<file path="src/rtl/ws2812_framebuf.sv">
// Double-buffered pixel store feeding the ws2812c driver: pattern logic fills the back
// bank, and a commit swaps banks at the next frame start; reads are brightness-scaled.
module ws2812_framebuf #(
  parameter int NUM_LEDS  = 8,
  parameter int ADDR_BITS = 3
) (
  input  logic                 clk,
  input  logic                 reset,
  input  logic                 wr_en,
  input  logic [ADDR_BITS-1:0] wr_addr,
  input  logic [23:0]          wr_rgb,
  output logic                 wr_ready,
  input  logic                 commit,
  input  logic [7:0]           scale,
  input  logic [ADDR_BITS-1:0] address,
  input  logic                 new_address,
  output logic [7:0]           red,
  output logic [7:0]           green,
  output logic [7:0]           blue,
  output logic                 pending
);

  localparam int                 Depth   = 2 << ADDR_BITS;
  localparam logic [ADDR_BITS:0] NumLeds = NUM_LEDS[ADDR_BITS:0];

  logic frontSel_q, frontSel_d;
  logic pending_q, pending_d;
  logic shownValid_q, shownValid_d;
  logic frameStart, swap, wrAccept, rdInRange;

  logic [23:0] mem [Depth];
  logic [23:0] rdData_q;
  logic [7:0]  fetchScale_q;
  logic        fetchZero_q, fetchValid_q;
  logic [7:0]  red_q, green_q, blue_q;

  // 9-bit factor (scale+1) so that 255 is an exact identity after dropping 8 bits.
  function automatic logic [7:0] scaleChan(input logic [7:0] c, input logic [7:0] s);
    logic [16:0] prod;
    prod = {9'd0, c} * ({9'd0, s} + 17'd1);
    return 8'(prod >> 8);
  endfunction

  always_comb begin
    frameStart   = new_address && (address == '0);
    swap         = frameStart && (pending_q || commit);
    wrAccept     = wr_en && !pending_q && ({1'b0, wr_addr} < NumLeds);
    rdInRange    = ({1'b0, address} < NumLeds);
    frontSel_d   = frontSel_q;
    pending_d    = pending_q;
    shownValid_d = shownValid_q;
    if (swap) begin
      frontSel_d   = ~frontSel_q;
      pending_d    = 1'b0;
      shownValid_d = 1'b1;
    end else if (commit) begin
      pending_d = 1'b1;
    end
  end

  // The fetch indexes with the next-state bank select so a swapping frame start
  // already reads the new front bank; a same-edge write to that pixel is not seen.
  always_ff @(posedge clk) begin
    if (wrAccept) mem[{~frontSel_q, wr_addr}] <= wr_rgb;
    if (new_address) rdData_q <= mem[{frontSel_d, address}];
  end

  always_ff @(posedge clk or negedge reset) begin
    if (!reset) begin
      frontSel_q   <= 1'b0;
      pending_q    <= 1'b0;
      shownValid_q <= 1'b0;
      fetchValid_q <= 1'b0;
      fetchZero_q  <= 1'b1;
      fetchScale_q <= 8'd0;
      red_q        <= 8'd0;
      green_q      <= 8'd0;
      blue_q       <= 8'd0;
    end else begin
      frontSel_q   <= frontSel_d;
      pending_q    <= pending_d;
      shownValid_q <= shownValid_d;
      fetchValid_q <= new_address;
      if (new_address) begin
        fetchScale_q <= scale;
        fetchZero_q  <= !shownValid_d || !rdInRange;
      end
      if (fetchValid_q) begin
        if (fetchZero_q) begin
          red_q   <= 8'd0;
          green_q <= 8'd0;
          blue_q  <= 8'd0;
        end else begin
          red_q   <= scaleChan(rdData_q[23:16], fetchScale_q);
          green_q <= scaleChan(rdData_q[15:8], fetchScale_q);
          blue_q  <= scaleChan(rdData_q[7:0], fetchScale_q);
        end
      end
    end
  end

  assign wr_ready = ~pending_q;
  assign pending  = pending_q;
  assign red      = red_q;
  assign green    = green_q;
  assign blue     = blue_q;

endmodule

</file>
<file path="config.mk">
export PLATFORM = sky130hd
export DESIGN_NAME = ws2812_framebuf
export DESIGN_NICKNAME = d
export VERILOG_FILES = /design/src/rtl/ws2812_framebuf.sv
export SDC_FILE = /design/constraint.sdc
export NUM_CORES = 1
export LEC_CHECK = 0
export CAP_MARGIN = 20
export CORE_MARGIN = 3
export CORE_UTILIZATION = 35
export DETAILED_ROUTE_END_ITERATION = 12
export HOLD_SLACK_MARGIN = 0.15
export RECOVER_POWER = 25
export SYNTH_ARGS = -nofsm -noshare
export SYNTH_HDL_FRONTEND = slang
export SYNTH_SLANG_ARGS = --single-unit
</file>
<file path="constraint.sdc">
create_clock -name clk -period 6.25 [get_ports clk]
set_clock_uncertainty 0.05 [all_clocks]
set_input_delay 1.5625 -clock clk [delete_from_list [all_inputs] [get_ports clk]]
set_output_delay 1.5625 -clock clk [all_outputs]
set_load 0.02 [all_outputs]
</file>
# Word-level counts from Yosys, hierarchy flattened
# Memory sizes are Yosys's and may differ from the RTL's. A register that Yosys moved wholly into a read port is not among the register bits.
# Index checks and enable logic that the tools add are counted.
[totals]
in_bits = 43
word_cells = 33
ramBits = 384
memories = 1
regBits = 37
[mem_list]
columns = ["name", "words", "width", "read_ports", "rd_clocked_by_memory_dff", "write_ports", "line_no", "rtl"]
rows = [
  ["mem", 16, 24, 1, 1, 1, "31", "logic [23:0] mem [Depth];"],
]
[op_classes]
muxes = 9
addsub = 1
n_reduce_logical = 8
bitwise = 2
mul = 3
[op_table]
columns = ["operator", "count"]
rows = [
  ["multiplier 8 x 17 -> 16 bit", 2],
  ["2-to-1 mux 8 bit", 3],
  ["multiplier 8 x 9 -> 16 bit", 1],
  ["adder 8 x 1 -> 9 bit (second input constant)", 1],
  ["2-to-1 mux 1 bit", 6],
  ["logical AND 1 bit", 3],
  ["zero test 3 bit", 1],
  ["zero test 1 bit", 2],
  ["inverter 1 bit", 2],
  ["nonzero test 2 bit", 1],
  ["logical OR 1 bit", 1],
]

# Logic depth before layout (Yosys ltp)
[logic_depth]
word_depth = 5
mapped_depth = 20
mapped_depth_nobuf = 19

# Worst setup path after synthesis
# OpenSTA, ideal clock, no wires.
[synth_timing]
path_type = "register -> register"
startpoint = "reg fetchScale_q[0]"
endpoint = "reg red_q[6] (netlist: red[6])"
setup_slack_ns = 1.121
arrival_time_ns = 4.939
stages_incl_launch_ff = 21
path_buffers = 1
cell_sequence = "dfrtp_1 ha_1 nand2_1 nor2_1 xor2_1 clkbuf_1 and2_1 fa_1 fa_1 fa_1 inv_1 fa_1 inv_1 ha_1 a21o_1 a21o_1 a21oi_1 o31ai_1 a221oi_2 o21a_1 o221ai_1"
[synth_between]
elab_chain_cells = 3
[synth_rtl]
columns = ["element", "line_no", "rtl"]
rows = [
  ["start, declared", "33", "logic [7:0] fetchScale_q;"],
  ["start signal, assigned", "85", "fetchScale_q <= scale;"],
  ["adder 8 x 1 -> 9 bit", "40", "prod = {9'd0, c} * ({9'd0, s} + 17'd1);"],
  ["multiplier 8 x 17 -> 16 bit", "40", ""],
  ["2-to-1 mux 8 bit", "89", "if (fetchZero_q) begin"],
  ["end signal, assigned", "94", "red_q <= scaleChan(rdData_q[23:16], fetchScale_q);"],
  ["end, declared", "35", "logic [7:0] red_q, green_q, blue_q;"],
]
# No other way between the ends.
# A chain may end at the register's enable or synchronous reset.

# Worst setup path in the final report
[layout_timing]
startpoint = "reg fetchScale_q[1]"
endpoint = "reg red_q[6] (netlist: red[6])"
# The elaborated chain is that of the path after synthesis.

==> flow_summary.toml <==
[die]
dieArea_mm2 = 0.06835
die_w_um = 261.4
die_h_um = 261.4
num_rows = 93
core_area_mm2 = 0.06446
start_util_pct = 35.42
io_pins = 69

[yosys]
yosysSeqAreaShare_pct = 57.71
synth_edf_count = 408
syn_area_per_cell_um2 = 16.51
async_flop_share_pct = 8.315
synth_area_mm2 = 0.02284
synthFlopType = "edfxtp_1"
synth_warnings = 0
ys_types = 54
synth_nets = 1643
netlist_instances = 1383
ys_ff_latch = 445

[placed_design]
port_buffers = 68
dpl.cell_count = 2285
place.gp.congestion = 0.7921
dp_hpwl_mm = 30.68

[critical_path]
crit_type = "register to register"
end_kind = "register"
worstReg2RegEnd = "red[6]"
ff2ff_path_depth = 19
rrSetupSlack_ps = 630
critical_path_required_ps = 6630
timing.rr.start = "fetchScale_q[1]"
startpoint_type = "register"
arrival_ps = 6000
worstPathMaxFanout = 16

[route]
drt_iter0_drc = 809
drc = 0
wl_per_cell_um = 20.69
vias = 11692
antenna_left = 0
routed_wirelength_mm = 48.99
first_pass_iters = 4
vias_per_cell = 4.938

[cells_and_area]
areaGrowthSynthToFinish_pct = 14.54
nets = 1737
drive_gt1_share_pct = 16.09
layout_common_cells = "408 x edfxtp_1, 149 x and2_1, 138 x inv_1"
final_common_cell = "edfxtp_1"
utilization_pct = 40.57
fillers = 5824
instances_no_fill = 2368

[sta]
hold_violations = 0
drv_slew = 73
max_freq_ghz = 0.1779
period_minus_slack_ps = 5622
slew-limit-headroom_pct = -40.22
setup_viol = 0
worstMarginPinSlew_ps = 2103
setup-tns-final_ps = 0
rsz0062_at_grt = "no"
timing.final.crit_share_pct = 89.95
finalHoldWorstSlack_ps = 446.7

[min_path]
holdPathStages = 1
whs_endpoint = "blue[0]"
hp-start = "blue[0]"
hp-class = "register to register"

[global_routing]
grt_pass1_vias = 12428
grt_usage_pct = 14.79
grt_pass1_wl_mm = 76.45
antenna_found_initial = 6
grt_start_max_net_pins = 56
overflow = 0

[clock_tree]
numCtsBuffers = 45
worstSkewPairLatency_ps = 600
post_cts_resized = 0
clk_path_buf_depth = 3
cts_setup_buffers = 0
htree_levels = 2
hold_buffers = 0
root_buffer = "clkbuf_16"
path_clk_slew_ps = 60
cts_tree = "built"
cts_num_sinks = 445

[power_and_ir_drop]
peakVddDrop_mv = 0.2916
pwr_density_cell_mw_per_mm2 = 428.6
p_leak_uw = 0.009578

[run]
timing.max_cap.violations = 2

[outcome]
outcome = "finished with violations"
violations = "capacitance limit, slew limit"
[area by class of cell]
class / instances / area [um2] / share of cell area, %
clock buffer: 51 / 1149 / 4.391
sequential: 445 / 13180 / 50.39
clock inverter: 29 / 310.3 / 1.186
antenna: 3 / 7.507 / 0.02870
inverter: 138 / 518.0 / 1.980
timing repair buffer: 97 / 875.8 / 3.349
multi-input combinational: 750 / 9046 / 34.59
tap: 855 / 1070 / 4.090
[synthesized netlist by cell type, types with 9 or more instances]
cell      number  area, um2
edfxtp_1     408      12250
and2_1       149      932.1
inv_1        138      518.0
fa_1         120       2402
mux4_2       120       2703
ha_1          97       1214
nand2_1       52      195.2
clkbuf_1      39      146.4
dfrtp_1       36      900.9
xnor2_1       25      219.0
nor2_1        24      90.09
nor2b_1       17      106.4
a21oi_1       14      70.07
a22o_1        12      105.1
nor3_1        12      60.06
nand3_1        9      45.04
o21ai_0        9      45.04
[flip-flops by register name, summed over array words and instances (netlist names)]
| name | cells |
|---|---|
| mem | 384 |
| red | 8 |
| shownValid_q | 1 |
| frontSel_q | 1 |
| blue | 8 |
| fetchScale_q | 8 |
| fetchValid_q | 1 |
| green | 8 |
| fetchZero_q | 1 |
| pending | 1 |
| rdData_q | 24 |
[per-stage QoR]
step           power (uW)  setup slack [ps]  cell area, um2
2_1_floorplan        7320              1121           22840
3_3_place_gp         8518             761.4           24690
3_5_place_dp         8633             654.0           24690
4_1_cts             11340             569.4           26150
5_1_grt             12160             174.7           26150
6_report            11210             628.4           26160
[metal layers]
layer / GRT usage [%] / share of wire (%)
met5: 0 / 0.016
met1: 20.27 / 45
met3: 2.795 / 4.8
met2: 24.55 / 49
met4: 3.434 / 1.8
[report_power, final]
group          total [uW]  switching, uW  leakage [uW]  internal (uW)
Sequential           3560            140       0.00414           3420
Clock                2660           1150      0.000706           1500
Combinational        5000           2730       0.00474           2260
[worst max path at each step]
stage | cells past startpoint | to | from
2_1_floorplan | 20 | red[6] | fetchScale_q[0]
3_3_place_gp | 19 | red[6] | fetchScale_q[1]
3_5_place_dp | 19 | red[6] | fetchScale_q[1]
4_1_cts | 19 | red[6] | fetchScale_q[1]
5_1_grt | 21 | red[6] | fetchScale_q[0]
6_report | 19 | red[6] | fetchScale_q[1]
[kinds of logic (layout without fill, tap and decap cells)]
group	count (synthesis)	after routing	synth area share, %
fa+ha+maj	217	217	15.83
compound gates	79	79	2.646
other cells	0	3	0
flops	445	445	57.71
buf+inv	188	315	3.129
mux	129	129	12.27
simple gates	293	293	7.178
xor+xnor	32	32	1.227
[critical path, stage by stage, from the launching register on]
cell	delay (ps)
dfrtp_1	380
ha_1	220
nand3_1	100
xnor2_1	500
buf_4	330
and2_1	170
fa_1	450
fa_1	510
fa_1	490
inv_1	50
fa_1	480
inv_1	40
ha_1	340
a21o_1	180
a21o_1	180
a21oi_1	140
o31ai_1	140
a221oi_2	400
o21a_1	190
o221ai_1	120
Power figures use the tool's default switching activity.
